--- src/rtl/step_sequencer_pkg.sv ---
// Shared types and constants for the eight-step note sequencer.
// Imported by step_sequencer and step_timer.
package step_sequencer_pkg;

    localparam int NUM_STEPS = 8;
    localparam int STEP_W    = 3;
    localparam int NOTE_W    = 12;
    localparam int OCT_W     = 2;
    localparam int TICK_W    = 24;

    typedef enum logic {
        RECORD = 1'b0,
        PLAY   = 1'b1
    } state_e;

    typedef struct packed {
        logic [NOTE_W-1:0] keys;
        logic [OCT_W-1:0]  oct;
    } entry_t;

    // True when exactly one key is pressed.
    function automatic logic is_onehot(input logic [NOTE_W-1:0] v);
        return (v != '0) && ((v & (v - NOTE_W'(1))) == '0);
    endfunction

endpackage

--- src/rtl/step_timer.sv ---
// Per-step tick counter with wrap pulse and gate-window compare.
// The gate window is evaluated on the value the counter takes this edge.
module step_timer
    import step_sequencer_pkg::*;
#(
    parameter int TICKS_PER_STEP = 12_500_000,
    parameter int GATE_TICKS     = 9_375_000
) (
    input  logic clk,
    input  logic reset_n,
    input  logic run_i,
    input  logic clr_i,
    output logic wrap_o,
    output logic gate_win_o
);

    localparam logic [TICK_W-1:0] LAST = TICK_W'(TICKS_PER_STEP - 1);
    localparam logic [TICK_W-1:0] GATE = TICK_W'(GATE_TICKS);

    logic [TICK_W-1:0] tick_q;
    logic [TICK_W-1:0] tick_d;

    // Next tick: cleared on mode change, free-running while playing.
    always_comb begin
        wrap_o = run_i && !clr_i && (tick_q == LAST);
        tick_d = tick_q;
        if (clr_i) begin
            tick_d = '0;
        end else if (run_i) begin
            tick_d = wrap_o ? '0 : tick_q + TICK_W'(1);
        end
        gate_win_o = (tick_d < GATE);
    end

    // Tick counter register.
    always_ff @(posedge clk or negedge reset_n) begin
        if (!reset_n) begin
            tick_q <= '0;
        end else begin
            tick_q <= tick_d;
        end
    end

endmodule

--- src/rtl/step_sequencer.sv ---
// Eight-step record/playback note sequencer with registered outputs.
// Outputs are computed from next-state values so they align with step_number.
module step_sequencer
    import step_sequencer_pkg::*;
#(
    parameter int TICKS_PER_STEP = 12_500_000,
    parameter int GATE_TICKS     = 9_375_000
) (
    input  logic              clk,
    input  logic              reset_n,
    input  logic              play_record,
    input  logic              increment,
    input  logic              decrement,
    input  logic              clear,
    input  logic [NOTE_W-1:0] keys_in,
    input  logic [OCT_W-1:0]  oct_in,
    output logic [NOTE_W-1:0] keys_out,
    output logic [OCT_W-1:0]  oct_out,
    output logic [STEP_W-1:0] step_number,
    output logic              gate,
    output logic              recording
);

    state_e            state_q, state_d;
    logic [STEP_W-1:0] step_q, step_d;
    entry_t            mem_q [NUM_STEPS];
    entry_t            mem_d [NUM_STEPS];
    logic              inc_q, dec_q;
    logic [NOTE_W-1:0] keys_prev_q;
    logic [NOTE_W-1:0] keys_out_q, keys_out_d;
    logic [OCT_W-1:0]  oct_out_q, oct_out_d;
    logic              gate_q, gate_d;
    logic              rec_q, rec_d;
    logic              trans, run, wrap, gate_win;
    logic              inc_edge, dec_edge, capture;
    entry_t            cur;

    assign state_d  = play_record ? PLAY : RECORD;
    assign trans    = (state_d != state_q);
    assign run      = (state_q == PLAY) && !trans;
    assign inc_edge = increment & ~inc_q;
    assign dec_edge = decrement & ~dec_q;
    assign capture  = (state_q == RECORD) && !trans
                    && (keys_prev_q == '0) && is_onehot(keys_in);

    step_timer #(
        .TICKS_PER_STEP(TICKS_PER_STEP),
        .GATE_TICKS    (GATE_TICKS)
    ) u_timer (
        .clk       (clk),
        .reset_n   (reset_n),
        .run_i     (run),
        .clr_i     (trans),
        .wrap_o    (wrap),
        .gate_win_o(gate_win)
    );

    // Step movement, capture and clear; capture beats buttons, clear beats capture.
    always_comb begin
        step_d = step_q;
        mem_d  = mem_q;
        if (trans) begin
            step_d = '0;
        end else if (state_q == PLAY) begin
            if (wrap) step_d = step_q + STEP_W'(1);
        end else if (clear) begin
            step_d = '0;
        end else if (capture) begin
            mem_d[step_q] = '{keys: keys_in, oct: oct_in};
            step_d = step_q + STEP_W'(1);
        end else if (inc_edge && !dec_edge) begin
            step_d = step_q + STEP_W'(1);
        end else if (dec_edge && !inc_edge) begin
            step_d = step_q - STEP_W'(1);
        end
        if (clear) begin
            for (int i = 0; i < NUM_STEPS; i++) mem_d[i] = '0;
        end
    end

    // Output selection: live monitor in RECORD, gated entry in PLAY.
    always_comb begin
        cur = mem_d[step_d];
        if (state_d == RECORD) begin
            keys_out_d = keys_in;
            oct_out_d  = oct_in;
            gate_d     = |keys_in;
        end else begin
            gate_d     = gate_win && (cur.keys != '0);
            keys_out_d = gate_d ? cur.keys : '0;
            oct_out_d  = cur.oct;
        end
        rec_d = (state_d == RECORD);
    end

    // Mode FSM, step pointer, edge detectors and registered outputs.
    always_ff @(posedge clk or negedge reset_n) begin
        if (!reset_n) begin
            state_q     <= RECORD;
            step_q      <= '0;
            inc_q       <= 1'b0;
            dec_q       <= 1'b0;
            keys_prev_q <= '0;
            keys_out_q  <= '0;
            oct_out_q   <= '0;
            gate_q      <= 1'b0;
            rec_q       <= 1'b1;
        end else begin
            state_q     <= state_d;
            step_q      <= step_d;
            inc_q       <= increment;
            dec_q       <= decrement;
            keys_prev_q <= keys_in;
            keys_out_q  <= keys_out_d;
            oct_out_q   <= oct_out_d;
            gate_q      <= gate_d;
            rec_q       <= rec_d;
        end
    end

    // Step entry storage.
    always_ff @(posedge clk or negedge reset_n) begin
        if (!reset_n) begin
            for (int i = 0; i < NUM_STEPS; i++) mem_q[i] <= '0;
        end else begin
            for (int i = 0; i < NUM_STEPS; i++) mem_q[i] <= mem_d[i];
        end
    end

    assign keys_out    = keys_out_q;
    assign oct_out     = oct_out_q;
    assign step_number = step_q;
    assign gate        = gate_q;
    assign recording   = rec_q;

endmodule

--- config.mk ---
export PLATFORM = sky130hd
export DESIGN_NAME = step_sequencer
export DESIGN_NICKNAME = d
export VERILOG_FILES = /design/src/rtl/step_sequencer_pkg.sv /design/src/rtl/step_timer.sv /design/src/rtl/step_sequencer.sv
export SDC_FILE = /design/constraint.sdc
export NUM_CORES = 1
export LEC_CHECK = 0
export BUFFER_PORTS_ARGS = -buffer_cell sky130_fd_sc_hd__buf_2
export CAP_MARGIN = 20
export CORE_ASPECT_RATIO = 2
export CORE_MARGIN = 2
export CORE_UTILIZATION = 67
export DETAILED_ROUTE_END_ITERATION = 10
export PLACE_DENSITY = 0.89
export SLEW_MARGIN = 20
export SYNTH_ARGS = -nofsm -noshare
export SYNTH_HDL_FRONTEND = slang
export SYNTH_SLANG_ARGS = --single-unit
export TNS_END_PERCENT = 5
--- constraint.sdc ---
create_clock -name clk -period 6.9 [get_ports clk]
set_clock_uncertainty 0.15 [all_clocks]
set_input_delay 1.38 -clock clk [delete_from_list [all_inputs] [get_ports clk]]
set_output_delay 1.38 -clock clk [all_outputs]
set_load 0.01 [all_outputs]
# [Yosys cells after proc, flatten, opt, wreduce, memory -nomap -nowiden]
# Cells that the tools add are included.
# Widths: inputs -> output; s select.
[classes] add_sub_neg=4 n_lt_le_gt_ge=4 n_eq_ne=2 mux=25 n_bitwise=9 n_reduce_logical=19
[ops] cell="$mux 112" n=4
[ops] cell="$bwmux 112" n=1
[ops] cell="$mux 24" n=3
[ops] cell="$bmux 14 s3" n=1
[ops] cell="$demux 14 s3" n=1
[ops] cell="$mux 14" n=3
[ops] cell="$add 24x1->24 const B" n=1
[ops] cell="$eq 24x24->1 const B" n=1
[ops] cell="$logic_not 12->1" n=2
[ops] cell="$lt 24x24->1 const B" n=1
[ops] cell="$mux 12" n=2
[ops] cell="$reduce_bool 12->1" n=2
[ops] cell="$mux 3" n=7
[ops] cell="$and 12x12->12" n=1
[ops] cell="$reduce_or 12->1" n=1
[ops] cell="$sub 12x1->12 const B" n=1
[ops] cell="$logic_and 1x1->1" n=11
[ops] cell="$ge 4x4->1 const B" n=2
[ops] cell="$not 3->4" n=2
[ops] cell="$lt 4x1->1 const B" n=1
[ops] cell="$not 1->1" n=4
[ops] cell="$add 3x1->3 const B" n=1
[ops] cell="$logic_not 1->1" n=3
[ops] cell="$sub 3x1->3 const B" n=1
[ops] cell="4 further kinds" n=6
[word_totals] regBits=170

# [Depth between registers and ports, before layout]
# Gate-level depths: netlist (run 1).
[logic_depth] word_depth=18 ltp_mapped=16

# [Modules after synthesis]
# Synthesis (run 1) repeated with hierarchy kept, for this count alone.
[hier_totals] hier_cells=1006 hier_area_um2=9115.0
[by_module_without_submodules] mod="step_sequencer" n_inst=1 cells_each=826 area_each_um2=7494.7 seq_area_each_um2=3654.8
[by_module_without_submodules] mod="step_timer" n_inst=1 cells_each=180 area_each_um2=1620.3 seq_area_each_um2=600.6

# [Least setup slack after synthesis (run 1)]
# Ideal clock, no wire load.
[synth_path] kind="in2reg" start="input port play_record" end="register gate_q, in the netlist gate" setup_ps=134 t_arrival_ps=4609 t_required_ps=6616 setup_slack_ps=2007 path_stages=16 path_buffers=3 path_cell_list="inv_1 clkbuf_1 ha_1 nor4b_1 nand2_1 or3_1 o311ai_1 o211a_1 buf_6 nor3b_2 buf_4 or3b_1 o2111ai_2 nand3_2 nor4b_2 a32oi_1"
[synth_between] elab_chain_cells=17 word_cells_on_any_way=29 classes_between="order compare: 1; eq/ne: 1; mux: 17; bitwise: 1; reduce/logical: 9"
[synth_lines] item="from (decl)" line="step_sequencer.sv:11" source="input logic play_record,"
[synth_lines] item="$mux 1 (*)" line="step_sequencer.sv:38" source="assign state_d = play_record ? PLAY : RECORD;"
[synth_lines] item="$ne 1x1->1" line="step_sequencer.sv:39" source="assign trans = (state_d != state_q);"
[synth_lines] item="$logic_not 1->1" line="step_timer.sv:25, step_sequencer.sv:40, step_sequencer.sv:43"
[synth_lines] item="$logic_and 1x1->1" line="step_sequencer.sv:43" source="assign capture = (state_q == RECORD) && !trans"
[synth_lines] item="$logic_and 1x1->1 (2 in series)" line="step_sequencer.sv:44" source="&& (keys_prev_q == '0) && is_onehot(keys_in);"
[synth_lines] item="$mux 3" line="step_sequencer.sv:68" source="end else if (capture) begin"
[synth_lines] item="$mux 3" line="step_sequencer.sv:66" source="end else if (clear) begin"
[synth_lines] item="$mux 3" line="step_sequencer.sv:64" source="end else if (state_q == PLAY) begin"
[synth_lines] item="$mux 3" line="step_sequencer.sv:62" source="if (trans) begin"
[synth_lines] item="$not 3->4 (implied by the code)" line="step_sequencer.sv:83" source="cur = mem_d[step_d];"
[synth_lines] item="$bmux 14 s3" line="step_sequencer.sv:83"
[synth_lines] item="$mux 14 (implied by the code) (2 in series)" line="step_sequencer.sv:83"
[synth_lines] item="$reduce_bool 12->1" line="step_sequencer.sv:89" source="gate_d = gate_win && (cur.keys != '0);"
[synth_lines] item="$logic_and 1x1->1" line="step_sequencer.sv:89"
[synth_lines] item="$mux 1 (*)" line="step_sequencer.sv:84" source="if (state_d == RECORD) begin"
[synth_lines] item="named net gate_d" line="step_sequencer.sv:32" source="logic gate_q, gate_d;"
[synth_lines] item="to (signal assigned)" line="step_sequencer.sv:116" source="gate_q <= gate_d;"
[synth_lines] item="to (decl)" line="step_sequencer.sv:32"
# The timed path passes the listed nets; every way through them passes the cells marked *. The select of a mux whose other input is x is not followed.

# [Worst setup path after layout (run 1)]
# Same ends and word-level chain as after synthesis.

==> impl_metrics.env, run 1 <==
export IMPL_clk_latency_ns=0.43
export IMPL_dpl_hpwl_um=16900
export IMPL_crit_type="primary input to flip-flop"
export IMPL_holdPathStages=2
export IMPL_postPlaceCellArea_um2=9000
export IMPL_peakVddDrop_uv=204
export IMPL_cts_tree="built"
export IMPL_reg2regPathDepth=13
export IMPL_cts_htree_levels=4
export IMPL_path_buf_inv=2
export IMPL_clockRootBuffer="clkbuf_16"
export IMPL_synth_flop_cell="dfrtp_1"
export IMPL_grtUsageTotal_pct=37.1
export IMPL_slowest_stage="nor3b_2"
export IMPL_via_per_inst=6.98
export IMPL_design_core_area_um2=12900
export IMPL_wl_um=25300
export IMPL_path_cells="buf_2 -> inv_1 -> ha_1 -> nor4b_1 -> nand2_1 -> a2111oi_2 -> a21oi_1 -> o211a_1 -> nor3b_2 -> a22oi_1 -> o2111ai_2 -> nand3_2 -> nor4b_2 -> a32oi_1"
export IMPL_drc_errors=0
export IMPL_setup_violations=0
export IMPL_clk_pin_slew_ns=0.07
export IMPL_drv_cap=0
export IMPL_die_h_um=166
export IMPL_synth_avg_cell_area_um2=10.0
export IMPL_hold_buffers=0
export IMPL_num_vias=7365
export IMPL_setup_tns_ns=0
export IMPL_crit_cells=14
export IMPL_first_iter_violations=884
export IMPL_final_antenna_net_count=0
export IMPL_max_stage_delay_ns=0.76
export IMPL_layout_min_cycle_time_ns=5.29
export IMPL_die_x_um=85.2
export IMPL_relSlewSlack_pct=26.7
export IMPL_worstMarginPinSlew_ns=1.10
export IMPL_cts_resized=0
export IMPL_grt_first_pass_wirelength_um=40200
export IMPL_rsz0062_at_grt="no"
export IMPL_clk_path_buf_depth=2
export IMPL_areaGrowthSynthToFinish_pct=8.96
export IMPL_ys_ff_latch=170
export IMPL_synth_lib_cells_used_distinct=83
export IMPL_total_power_mw=2.14
export IMPL_ys_seq_area_share_pct=48.2
export IMPL_synthArstFlopShare_pct=100
export IMPL_wl_per_cell_um=24.0
export IMPL_worst_setup_path_start_kind="primary input"
export IMPL_yosysWarnings=0
export IMPL_cts_buffers=17
export IMPL_num_rows=59
export IMPL_power_per_cell_area_nw_per_um2=222
export IMPL_critPathMaxFanout=10
export IMPL_grt_pass1_vias=7448
export IMPL_overflow=0
export IMPL_arrival_ns=5.43
export IMPL_fmax_mhz=189
export IMPL_drive_gt1_share_pct=12.6
export IMPL_io_buffers=38
export IMPL_first_pass_iters=6
export IMPL_synth_edff_count=0
export IMPL_synth_cells=883
export IMPL_ioPinCount=39
export IMPL_drv_slew=0
export IMPL_initial_core_util_pct=68.4
export IMPL_path_delay_family="compound AO/OA/AOI/OAI gates"
export IMPL_leakage_nw=4.78
export IMPL_hold_class="flip-flop to flip-flop"
export IMPL_post_cts_buffers=0
export IMPL_utilization_pct=74.5
export IMPL_dieArea_um2=14200
export IMPL_fin_area_um2=9630
export IMPL_gp_congestion=0.949
export IMPL_clkSinkCount=170
export IMPL_nNetsFinal=913
export IMPL_rrSetupSlack_ns=2.07
export IMPL_hold_slack_ns=0.373
export IMPL_synth_area_um2=8830
export IMPL_crit_path_end_kind="flip-flop"
export IMPL_antenna_found_initial=2
export IMPL_hold_viol=0
export IMPL_status="finished clean"
export IMPL_required_ns=7.04
export IMPL_grt_max_degree=112
export IMPL_timing_final_crit_share_pct=76.6
export IMPL_synth_nets=909
registers in the layout, indices dropped and copies added (netlist names):
signal / cells
keys_out: 12
inc_q: 1
keys_prev_q: 12
gate: 1
step_number: 3
u_timer.tick_q: 24
mem_q: 112
dec_q: 1
oct_out: 2
recording: 1
state_q: 1
tightest hold or removal path, cell delays in order (launching register included):
cell,delay [ns]
dfrtp_1,0.32
mux2i_1,0.08
nor2_1,0.09
Yosys cell counts, types with 3 or more instances:
| cell | n | area (µm²) |
|---|---|---|
| xor2_1 | 14 | 123 |
| a221oi_1 | 9 | 78.8 |
| nand3_1 | 14 | 70.1 |
| o21ai_1 | 4 | 20.0 |
| buf_4 | 3 | 22.5 |
| nor3b_1 | 5 | 37.5 |
| nor3_1 | 28 | 140 |
| xnor2_1 | 11 | 96.3 |
| and4_1 | 4 | 35.0 |
| buf_2 | 19 | 95.1 |
| mux2i_1 | 98 | 981 |
| inv_1 | 11 | 41.3 |
| nor4_1 | 10 | 62.6 |
| a211oi_1 | 9 | 67.6 |
| ha_1 | 6 | 75.1 |
| and3_1 | 5 | 31.3 |
| a21o_1 | 4 | 30.0 |
| nand2_1 | 59 | 221 |
| o2bb2ai_1 | 12 | 105 |
| or4_1 | 4 | 30.0 |
| a221o_1 | 4 | 40.0 |
| clkbuf_1 | 42 | 158 |
| dfrtp_1 | 169 | 4230 |
| and2_1 | 6 | 37.5 |
| a211o_1 | 6 | 52.6 |
| o211ai_1 | 6 | 45.0 |
| a21oi_1 | 32 | 160 |
| buf_6 | 6 | 67.6 |
| nor2_1 | 148 | 556 |
| a22oi_1 | 7 | 52.6 |
| a31oi_1 | 4 | 25.0 |
| nand4_1 | 21 | 131 |
| o32a_1 | 3 | 30.0 |
| o22ai_1 | 6 | 37.5 |
| or3_1 | 8 | 50.1 |
| o21ai_0 | 18 | 90.1 |
| or3b_1 | 4 | 35.0 |
| o32ai_1 | 6 | 52.6 |
| o311ai_1 | 4 | 35.0 |
routing by layer:
metal	share of wire [%]	wire length, µm	global-route usage [%]	vias up
met3	7.1	1800	5.86	138
met1	34	8740	43.2	3571
met4	7.3	1850	24.8	0
li1	-	-	-	3215
met2	51	13000	61.7	441
met5	0	0	0	-
power by group:
group | internal [mW] | switching [mW]
clock network | 0.493 | 0.448
registers | 1.01 | 0.00844
logic | 0.0464 | 0.134
total | 1.55 | 0.591
final timing paths:
kind / startpoint / endpoint
min: mem_q[72] / mem_q[72]
max reg2reg: state_q / gate
max in group asynchronous: reset_n / mem_q[31]
min in group asynchronous: reset_n / mem_q[65]
min reg2reg: mem_q[72] / mem_q[72]
max: play_record / gate
final cells by class:
class                           count  area, µm²
Timing Repair Buffer               56        354
Antenna cell                        3       7.51
Inverter                           12       45.0
Multi-Input combinational cell    630       4190
Clock buffer                       18        439
Tap cell                          152        190
Sequential cell                   170       4260
Clock inverter                     14        148
Fill cell                         853       3290
cell families (layout without fill, tap and decap cells):
| kind of cell | count (synthesis) | after routing | synth area share, % |
|---|---|---|---|
| AO/OA/AOI/OAI | 161 | 161 | 13.7 |
| XOR/XNOR | 25 | 25 | 2.48 |
| adder cells (fa/ha/maj) | 6 | 6 | 0.850 |
| buffers and inverters | 83 | 100 | 4.43 |
| flip-flops | 170 | 170 | 48.2 |
| multiplexers | 99 | 99 | 11.2 |
| other | 0 | 3 | 0 |
| AND/OR/NAND/NOR | 339 | 339 | 19.2 |
layout by cell type (no fill, tap or decap), types with 12 or more instances in the layout:
| cell type | n |
|---|---|
| dfrtp_1 | 169 |
| nor2_1 | 148 |
| mux2i_1 | 98 |
| nand2_1 | 59 |
| buf_2 | 36 |
| a21oi_1 | 32 |
| nor3_1 | 28 |
| nand4_1 | 21 |
| o21ai_0 | 18 |
| buf_4 | 18 |
| clkbuf_16 | 17 |
| xor2_1 | 14 |
| nand3_1 | 14 |
| o2bb2ai_1 | 12 |
stage by stage:
stage / cells / setup slack, ns
final: 1055 / 1.61
after global routing: 1054 / 1.38
after CTS: 1051 / 1.72
after detailed placement: 1019 / 1.41
after global placement: 1019 / 1.48
after floorplan: 883 / 2.01
Note: power is estimated with default switching activity, not from simulation.
==> run 2: changes to the inputs <==
--- a/config.mk
+++ b/config.mk
@@ -9,9 +9,9 @@
 export CAP_MARGIN = 20
 export CORE_ASPECT_RATIO = 2
 export CORE_MARGIN = 2
-export CORE_UTILIZATION = 67
+export CORE_UTILIZATION = 56
 export DETAILED_ROUTE_END_ITERATION = 10
-export PLACE_DENSITY = 0.89
+export PLACE_DENSITY = 0.79
 export SLEW_MARGIN = 20
 export SYNTH_ARGS = -nofsm -noshare
 export SYNTH_HDL_FRONTEND = slang
==> constraint.sdc (replaced) <==
create_clock -name clk -period 4.7 [get_ports clk]
set_clock_uncertainty 0.15 [all_clocks]
set_input_delay 0.94 -clock clk [delete_from_list [all_inputs] [get_ports clk]]
set_output_delay 0.94 -clock clk [all_outputs]
set_load 0.01 [all_outputs]
==> run 2 against run 1 <==
Setup slack got worse by 1.1 ns. Final area increased by 3.4%. Sequential cell count unchanged. Largest power group unchanged. Power increased by 49%. First-iteration DRC count decreased by 5.4%. Clock power increased by 49%. Largest cell class unchanged.
==> impl_metrics.env, run 2 (same netlist as run 1, synthesis figures left out) <==
export IMPL_drv_slew=0
export IMPL_critPathMaxFanout=10
export IMPL_rsz0062_at_grt="no"
export IMPL_final_antenna_net_count=0
export IMPL_fill_cells=1276
export IMPL_relSlewSlack_pct=51.1
export IMPL_hold_buffers=0
export IMPL_utilization_pct=63.7
export IMPL_fmax_mhz=240
export IMPL_p_switching_uw=862
export IMPL_wl_um=24700
export IMPL_required_ns=4.86
export IMPL_clk_latency_ns=0.44
export IMPL_grtUsageTotal_pct=30.5
export IMPL_status="finished clean"
export IMPL_swShare_pct=27.1
export IMPL_holdPathStages=2
export IMPL_leakage_nw=4.94
export IMPL_num_rows=65
export IMPL_wl_per_cell_um=21.8
export IMPL_grt_max_degree=93
export IMPL_r2r_start="state_q"
export IMPL_overflow=0
export IMPL_reg_top3="mem_q: 112 flops, u_timer.tick_q: 24 flops"
export IMPL_worstMarginPinSlew_ns=0.734
export IMPL_dieArea_um2=16900
export IMPL_arrival_ns=4.33
export IMPL_layout_common_cells="dfrtp_1 (169), nor2_1 (148), mux2i_1 (98)"
export IMPL_stdcell_count=1135
export IMPL_grt_first_pass_wirelength_um=39400
export IMPL_die_x_um=92.8
export IMPL_dpl_hpwl_um=16600
export IMPL_total_power_mw=3.18
export IMPL_drc_errors=0
export IMPL_largest_reg_flops=112
export IMPL_dp_cells=1103
export IMPL_clk_pin_slew_ns=0.07
export IMPL_hold_slack_ns=0.362
export IMPL_clockPowerShare_pct=44.0
export IMPL_final_common_cell="dfrtp_1"
export IMPL_clockRootBuffer="clkbuf_16"
export IMPL_drive_gt1_share_pct=15.6
export IMPL_diodes=0
export IMPL_rrSetupSlack_ns=0.53
export IMPL_min_to="mem_q[63]"
export IMPL_first_pass_iters=5
export IMPL_via_per_inst=6.44
export IMPL_regMostFlops="mem_q"
export IMPL_peakVddDrop_uv=237
export IMPL_post_cts_buffers=0
export IMPL_crit_type="flip-flop to flip-flop"
export IMPL_cts_tree="built"
export IMPL_p_int_mw=2.32
export IMPL_clk_path_buf_depth=2
export IMPL_power_per_cell_area_nw_per_um2=320
export IMPL_cts_resized=0
export IMPL_die_h_um=182
export IMPL_drv_cap=0
export IMPL_layout_min_cycle_time_ns=4.17
export IMPL_reg2regPathDepth=13
export IMPL_cts_buffers=17
export IMPL_worst_setup_path_start_kind="flip-flop"
export IMPL_hold_viol=0
export IMPL_hold_class="flip-flop to flip-flop"
export IMPL_cts_htree_levels=4
export IMPL_design_core_area_um2=15600
export IMPL_first_iter_violations=836
export IMPL_grt_pass1_vias=7048
export IMPL_antenna_found_initial=0
export IMPL_clkSinkCount=170
export IMPL_pwr_share_comb_pct=9.1
export IMPL_r2r_end="gate"
export IMPL_crit_path_end_kind="flip-flop"
export IMPL_gp_congestion=0.977
export IMPL_seq_power_share_pct=47.0
export IMPL_areaGrowthSynthToFinish_pct=12.6
export IMPL_setup_violations=0
export IMPL_min_from="mem_q[63]"
export IMPL_timing_final_crit_share_pct=88.7
export IMPL_initial_core_util_pct=56.6
export IMPL_io_buffers=38
export IMPL_num_vias=7314
export IMPL_ioPinCount=39
export IMPL_nNetsFinal=947
export IMPL_setup_tns_ns=0
[run 2: cell types whose count changed in the layout (fill, tap and decap cells not counted), moves of 2 or more]
cell | previous run | this run
buf_12 | 0 | 3
diode_2 | 3 | 0
clkinv_4 | 2 | 0
inv_6 | 3 | 5
inv_8 | 5 | 3
clkinvlp_4 | 2 | 4
buf_4 | 18 | 50
[run 2: worst max path at each step]
stage | endpoint | startpoint | cells after the start | slack (ns)
detailed placement | gate | play_record | 15 | 0.19
floorplan | gate | play_record | 16 | 0.25
global route | gate | state_q | 13 | 0.28
global placement | gate | play_record | 14 | 0.22
CTS | gate | state_q | 13 | 0.62
finish | gate | state_q | 13 | 0.53
[run 2: per-layer routing]
metal	up-vias	routed length, µm	share of wire (%)	GRT usage, %
li1	3279	-	-	-
met4	0	922	3.7	12.3
met1	3602	9940	40	41.4
met3	63	1730	7.0	5.23
met2	370	12100	49	48.7
met5	-	0	0	0
[run 2: metrics by stage]
step,instance area (µm²),setup WS (ns)
detailed placement,9370,0.195
CTS,9950,0.620
finish,9950,0.533
floorplan,8830,0.247
global route,9950,0.275
global placement,9370,0.222
[run 2: cell type report]
| type | count | area (µm²) | share of cell area, % |
|---|---|---|---|
| Tap cell | 201 | 251 | 2.53 |
| Sequential cell | 170 | 4260 | 42.8 |
| Timing Repair Buffer | 90 | 627 | 6.30 |
| Clock buffer | 18 | 429 | 4.31 |
| Clock inverter | 14 | 154 | 1.55 |
| Multi-Input combinational cell | 630 | 4190 | 42.1 |
| Inverter | 12 | 45.0 | 0.453 |
[run 2: power groups by stage]
stage | Sequential, mW | Clock [mW] | Combinational, mW
3_3_place_gp | 1.52 | 0 | 0.281
5_1_grt | 1.49 | 1.48 | 0.309
4_1_cts | 1.49 | 1.42 | 0.284
2_1_floorplan | 1.52 | 0 | 0.153
3_5_place_dp | 1.52 | 0 | 0.283
6_report | 1.49 | 1.40 | 0.288
[run 2: critical path, cell delays in order (launching register included)]
cell and delay [ns]:
dfrtp_1 0.51, inv_1 0.21, ha_1 0.19, nor4b_1 0.24, nand2_1 0.22, a2111oi_2 0.52
a21oi_1 0.17, o211a_2 0.36, or3_1 0.53, a221o_1 0.32, nand4_1 0.14, nand3_2 0.10
nor4b_2 0.25, a32oi_1 0.13
